$ cat config.mk
export PLATFORM = sky130hd
export DESIGN_NAME = lsu_split
export DESIGN_NICKNAME = d
export VERILOG_FILES = /design/src/rtl/lsu_split.sv
export SDC_FILE = /design/constraint.sdc
export NUM_CORES = 1
export LEC_CHECK = 0
export CORE_AREA = 2 2 109 121
export CTS_BUF_LIST = sky130_fd_sc_hd__clkbuf_16
export DETAILED_ROUTE_END_ITERATION = 7
export DIE_AREA = 0 0 111 123
export DONT_BUFFER_PORTS = 1
export PLACE_DENSITY = 0.8
export SLEW_MARGIN = 20
export SYNTH_ARGS = -nofsm -noshare
export SYNTH_HDL_FRONTEND = slang
export SYNTH_SLANG_ARGS = --single-unit
$ cat constraint.sdc
create_clock -name clk -period 3.05 [get_ports clk]
set_input_delay 0.61 -clock clk [delete_from_list [all_inputs] [get_ports clk]]
set_output_delay 0.61 -clock clk [all_outputs]
set_load 0.005 [all_outputs]
$ cat src/rtl/lsu_split.sv
// lsu_split: turns core byte/half/word loads and stores into 32-bit bus beats with byte strobes.
// Define LSU_MISALIGN_SPLIT_EN to service misaligned accesses (two beats when crossing a word).
module lsu_split #(
  parameter int unsigned ADDR_W = 32
) (
  input  logic              clk,
  input  logic              rst,
  input  logic              req_valid,
  output logic              req_ready,
  input  logic              req_we,
  input  logic [1:0]        req_size,
  input  logic              req_unsigned,
  input  logic [ADDR_W-1:0] req_addr,
  input  logic [31:0]       req_wdata,
  output logic              resp_valid,
  input  logic              resp_ready,
  output logic [31:0]       resp_rdata,
  output logic              resp_err,
  output logic [ADDR_W-1:0] mem_addr,
  output logic              mem_read,
  output logic              mem_write,
  output logic [31:0]       mem_wdata,
  output logic [3:0]        mem_strb,
  input  logic              mem_req_ready,
  input  logic [31:0]       mem_rdata,
  input  logic              mem_rvalid,
  output logic              mem_rready
);
  localparam int unsigned DATA_W = 32;

  typedef enum logic [2:0] {IDLE, REQ0, WAIT0, REQ1, WAIT1, RESP} state_t;
  state_t state_q, state_d;

  logic              r_we, r_uns, r_err, r_split;
  logic [1:0]        r_size;
  logic [ADDR_W-1:0] r_addr;
  logic [DATA_W-1:0] r_wdata, rd0_q, rd1_q;

  function automatic logic [2:0] len_of(input logic [1:0] size);
    case (size)
      2'd0:    len_of = 3'd1;
      2'd1:    len_of = 3'd2;
      default: len_of = 3'd4;
    endcase
  endfunction

  // Classify the incoming request at accept time
  logic in_err, in_split;
`ifdef LSU_MISALIGN_SPLIT_EN
  assign in_err   = (req_size == 2'd3);
  assign in_split = !in_err && ((5'(req_addr[1:0]) + 5'(len_of(req_size))) > 5'd4);
`else
  assign in_err   = (req_size == 2'd3) ||
                    (req_size == 2'd1 && req_addr[0]) ||
                    (req_size == 2'd2 && req_addr[1:0] != 2'd0);
  assign in_split = 1'b0;
`endif

  // Lane placement of the latched access across a two-word window
  logic [1:0]        off;
  logic [2:0]        len;
  logic [7:0]        mask8;
  logic [63:0]       wd64;
  logic [ADDR_W-1:0] base;
  logic [DATA_W-1:0] rword, load_res;

  always_comb begin
    off   = r_addr[1:0];
    len   = len_of(r_size);
    mask8 = 8'(((8'd1 << len) - 8'd1) << off);
    wd64  = 64'(r_wdata) << {off, 3'b000};
    base  = {r_addr[ADDR_W-1:2], 2'b00};
    rword = 32'({rd1_q, rd0_q} >> {off, 3'b000});
    case (r_size)
      2'd0:    load_res = r_uns ? {24'd0, rword[7:0]}  : {{24{rword[7]}},  rword[7:0]};
      2'd1:    load_res = r_uns ? {16'd0, rword[15:0]} : {{16{rword[15]}}, rword[15:0]};
      default: load_res = rword;
    endcase
  end

  always_ff @(posedge clk) begin
    if (rst) state_q <= IDLE;
    else     state_q <= state_d;
  end

  // Next state and Moore outputs; all outputs forced low while rst is high
  always_comb begin
    state_d    = state_q;
    req_ready  = 1'b0;
    resp_valid = 1'b0;
    resp_rdata = '0;
    resp_err   = 1'b0;
    mem_addr   = '0;
    mem_read   = 1'b0;
    mem_write  = 1'b0;
    mem_wdata  = '0;
    mem_strb   = '0;
    mem_rready = 1'b0;
    case (state_q)
      IDLE: begin
        req_ready = 1'b1;
        if (req_valid) state_d = in_err ? RESP : REQ0;
      end
      REQ0: begin
        mem_read  = !r_we;
        mem_write = r_we;
        mem_addr  = base;
        mem_strb  = mask8[3:0];
        mem_wdata = wd64[31:0];
        if (mem_req_ready) state_d = !r_we ? WAIT0 : (r_split ? REQ1 : RESP);
      end
      WAIT0: begin
        mem_rready = 1'b1;
        if (mem_rvalid) state_d = r_split ? REQ1 : RESP;
      end
      REQ1: begin
        mem_read  = !r_we;
        mem_write = r_we;
        mem_addr  = ADDR_W'(base + ADDR_W'(4));
        mem_strb  = mask8[7:4];
        mem_wdata = wd64[63:32];
        if (mem_req_ready) state_d = r_we ? RESP : WAIT1;
      end
      WAIT1: begin
        mem_rready = 1'b1;
        if (mem_rvalid) state_d = RESP;
      end
      RESP: begin
        resp_valid = 1'b1;
        resp_err   = r_err;
        resp_rdata = (r_we || r_err) ? '0 : load_res;
        if (resp_ready) state_d = IDLE;
      end
      default: state_d = IDLE;
    endcase
    if (rst) begin
      req_ready  = 1'b0;
      resp_valid = 1'b0;
      resp_rdata = '0;
      resp_err   = 1'b0;
      mem_addr   = '0;
      mem_read   = 1'b0;
      mem_write  = 1'b0;
      mem_wdata  = '0;
      mem_strb   = '0;
      mem_rready = 1'b0;
    end
  end

  // Request latch and read-data capture
  always_ff @(posedge clk) begin
    if (rst) begin
      r_we    <= 1'b0;
      r_uns   <= 1'b0;
      r_err   <= 1'b0;
      r_split <= 1'b0;
      r_size  <= 2'd0;
      r_addr  <= '0;
      r_wdata <= '0;
      rd0_q   <= '0;
      rd1_q   <= '0;
    end else begin
      if (state_q == IDLE && req_valid) begin
        r_we    <= req_we;
        r_uns   <= req_unsigned;
        r_err   <= in_err;
        r_split <= in_split;
        r_size  <= req_size;
        r_addr  <= req_addr;
        r_wdata <= req_wdata;
        rd0_q   <= '0;
        rd1_q   <= '0;
      end
      if (state_q == WAIT0 && mem_rvalid) rd0_q <= mem_rdata;
      if (state_q == WAIT1 && mem_rvalid) rd1_q <= mem_rdata;
    end
  end

endmodule

==> impl_metrics.tcl <==
set metrics [dict create \
    antennaDiodeCount 0 \
    tightest_slew_ps 796 \
    port_buffers 0 \
    leakage_nw 2.72 \
    die_w_um 111 \
    reg2reg_slack_ps 790 \
    grt_pass1_wl_um 36500 \
    worstSetupStartpointType "flop" \
    cp_max_fo 30 \
    utilization_pct 69.9 \
    cp_num_buf_inv 0 \
    path_cells "nand2b_1 -> or2_2 -> or2_2 -> o41ai_1" \
    clk_latency_ps 410 \
    areaGrowthSynthToFinish_pct 10.0 \
    dpl.hpwl_um 15400 \
    syn_area_mm2 0.00789 \
    ant_nets 0 \
    r2r_start "state_q[0]" \
    hold_ws_ps 284 \
    fin_nets 1103 \
    cts-root-buf "clkbuf_16" \
    ys_seq_area_share_pct 32.5 \
    setup_viol 0 \
    start_util_pct 63.5 \
    wl_per_cell_um 20.2 \
    swShare_pct 38.5 \
    clock_sinks 128 \
    grt_pass1_vias 7055 \
    drc 0 \
    antenna_found_initial 0 \
    cp-endpoint "mem_addr[18]" \
    power_frac_clock_pct 31.6 \
    first_pass_iters 7 \
    cp_slowest_cell "or2_2" \
    final_layout_size_suffix_gt1_share_pct 14.0 \
    combPwrFrac_pct 33.2 \
    reg2reg_to "r_uns" \
    cts_hold_buf 0 \
    max_slew_margin_pct 46.7 \
    dieArea_mm2 0.0137 \
    setup_ws_ps 69.9 \
    slowest_delay_ps 560 \
    fin_skew_ps 12.6 \
    layout.cells.non_filler 1163 \
    io_pins 212 \
    crit_family "simple AND/OR/NAND/NOR gates" \
    grt_remaining_overflow 0 \
    met1_usage_pct 43.5 \
    critPathLaunch "state_q[0]" \
    cts_tree "yes" \
    cts_buffers 17 \
    status "finished, final reports clean" \
    avgSynthCellArea_um2 7.60 \
    p_int_w 0.00393 \
    synth_ff_type "dfxtp_1" \
    routed-via-count 7828 \
    die_h_um 123 \
    synth-async-reset-ratio_pct 0 \
    ys_ff_latch 128 \
    busiest_layer "met2" \
    slew_violations 0 \
    h-tree-depth 4 \
    hp-start "rst" \
    gp_congestion 0.973 \
    worstPathRequired_ps 2440 \
    core_mm2 0.0124 \
    drt_wl_total_um 23500 \
    dpl_worst_slack_ps 216 \
    use_met2_pct 50.7 \
    dr.first_iter.drc_count 1012 \
    fmax_ghz 0.336 \
    cp-end-kind "output port" \
    cts_buffer_depth 2 \
    cp.depth 4 \
    crit_type "flop to output port" \
    grt_max_degree 135 \
    finalCriticalPeriod_ps 2980 \
    grt.total_usage_pct 33.3 \
    holdCritPathClass "input pin to flop" \
    nFillCells 1047 \
    pwr-share-seq_pct 35.3 \
    irDropWorstVdd_v 0.000464 \
    path_common_cell "or2_2" \
    cp_data_arrival_time_ps 2370 \
    finalCritPeriodShare_pct 97.7 \
    ys_warn_count 0 \
    synth_edf_count 0 \
    power_density_mw_per_mm2 734 \
    reg2reg_depth 6 \
    power.total_w 0.00638 \
    viasPerCell 6.73 \
    cap_violations 0 \
    p_sw_w 0.00245 \
    use_met3_pct 9.46 \
    synth_cells 1038 \
    clk_pin_slew_ps 60 \
    yosysUniqueCellTypes 63 \
    row_count 43 \
    finalHoldViolations 0 \
    post-place-cells 1128 \
]
==> metrics by stage <==
step	area [um2]	setup TNS, ps
3_5_place_dp	7980	0
3_3_place_gp	7980	0
2_1_floorplan	7900	0
5_1_grt	8690	-6.15
6_report	8690	0
4_1_cts	8620	0
==> cell type report <==
type / count / area (um2) / area share (%)
sequential: 128 / 2580 / 29.7
inverter: 24 / 90.1 / 1.04
multi-input combinational: 792 / 4970 / 57.2
tap: 157 / 196 / 2.26
clock buffer: 18 / 450 / 5.19
clock inverter: 14 / 140 / 1.61
timing repair buffer: 30 / 263 / 3.02
==> layout by cell type (no fill, tap or decap), types with 3 or more instances in the layout <==
master and n:
nand4_1 10, o21ai_0 5, nand3_1 67, mux2i_1 20, nand2_1 221, buf_12 3
a21oi_2 3, or3_1 3, dfxtp_2 5, clkbuf_16 18, xor2_1 8, or2_2 6
or4_1 10, and4_1 4, nor4_1 4, nor2_1 60, o2bb2ai_1 16, inv_1 26
buf_4 27, a22oi_1 25, and3_1 14, dfxtp_1 121, mux2_2 16, nand3b_1 4
mux4_2 32, and2_1 4, clkinv_4 4, o31ai_1 11, nor2b_1 4, xnor2_1 4
o21a_1 5, nor3_1 17, a21oi_1 167, a211oi_1 5
==> how the worst min path moves through the flow <==
| stage | cells past startpoint | endpoint |
|---|---|---|
| 2_1_floorplan | 2 | rd1_q[16] |
| 3_3_place_gp | 2 | rd1_q[17] |
| 3_5_place_dp | 2 | rd1_q[20] |
| 4_1_cts | 1 | r_addr[20] |
| 5_1_grt | 1 | r_addr[12] |
| 6_report | 1 | r_addr[12] |
==> power groups by stage <==
| stage | Clock [W] | Combinational, W | Sequential, W |
|---|---|---|---|
| after floorplan | 0 | 0.00164 | 0.00212 |
| after global placement | 0 | 0.00202 | 0.00223 |
| after detailed placement | 0 | 0.00205 | 0.00225 |
| after CTS | 0.00203 | 0.00207 | 0.00222 |
| after global routing | 0.00211 | 0.00232 | 0.00228 |
| final | 0.00202 | 0.00211 | 0.00225 |
==> layer usage <==
metal / vias to the layer above / share of wire [%]
met4: 0 / 3.4
met1: 3663 / 39
met2: 491 / 46
li1: 3612 / -
met5: - / 0
met3: 62 / 11
==> cell usage after synthesis (all sizes together) (18+ instances only) <==
cell      n  area (um2)
nand2   223         837
a21oi   170         851
dfxtp   128        2560
clkbuf   72         270
nand3    68         340
nor2     60         225
mux4     32         721
a22oi    25         188
buf      24         116
inv      24        90.1
mux2i    20         200
nor3     18        95.1
==> registers in the layout (all words and copies together), names as in the netlist <==
name / cells
r_addr: 32
r_wdata: 32
rd0_q: 32
rd1_q: 24
state_q: 3
r_size: 2
r_err: 1
r_uns: 1
r_we: 1
==> cells by family (layout without fill, tap and decap cells) <==
family          after synthesis  after routing  synth area share, %
fa+ha+maj                     4              4                0.634
simple gates                450            451                 26.2
flops                       128            128                 32.5
xor+xnor                     12             12                 1.33
mux                          68             68                 13.9
buf+inv                     120             86                 6.04
other cells                   1              2               0.0475
compound gates              255            255                 19.3
==> what timing repair did <==
item                                    in CTS  in global routing
endpoints found under the setup margin      11                 15
buffers inserted                             2                  0
cloned                                       1                  0
pin swaps                                    1                  1
resized for setup                            7                 15
(Power assumes the default switching activity.)
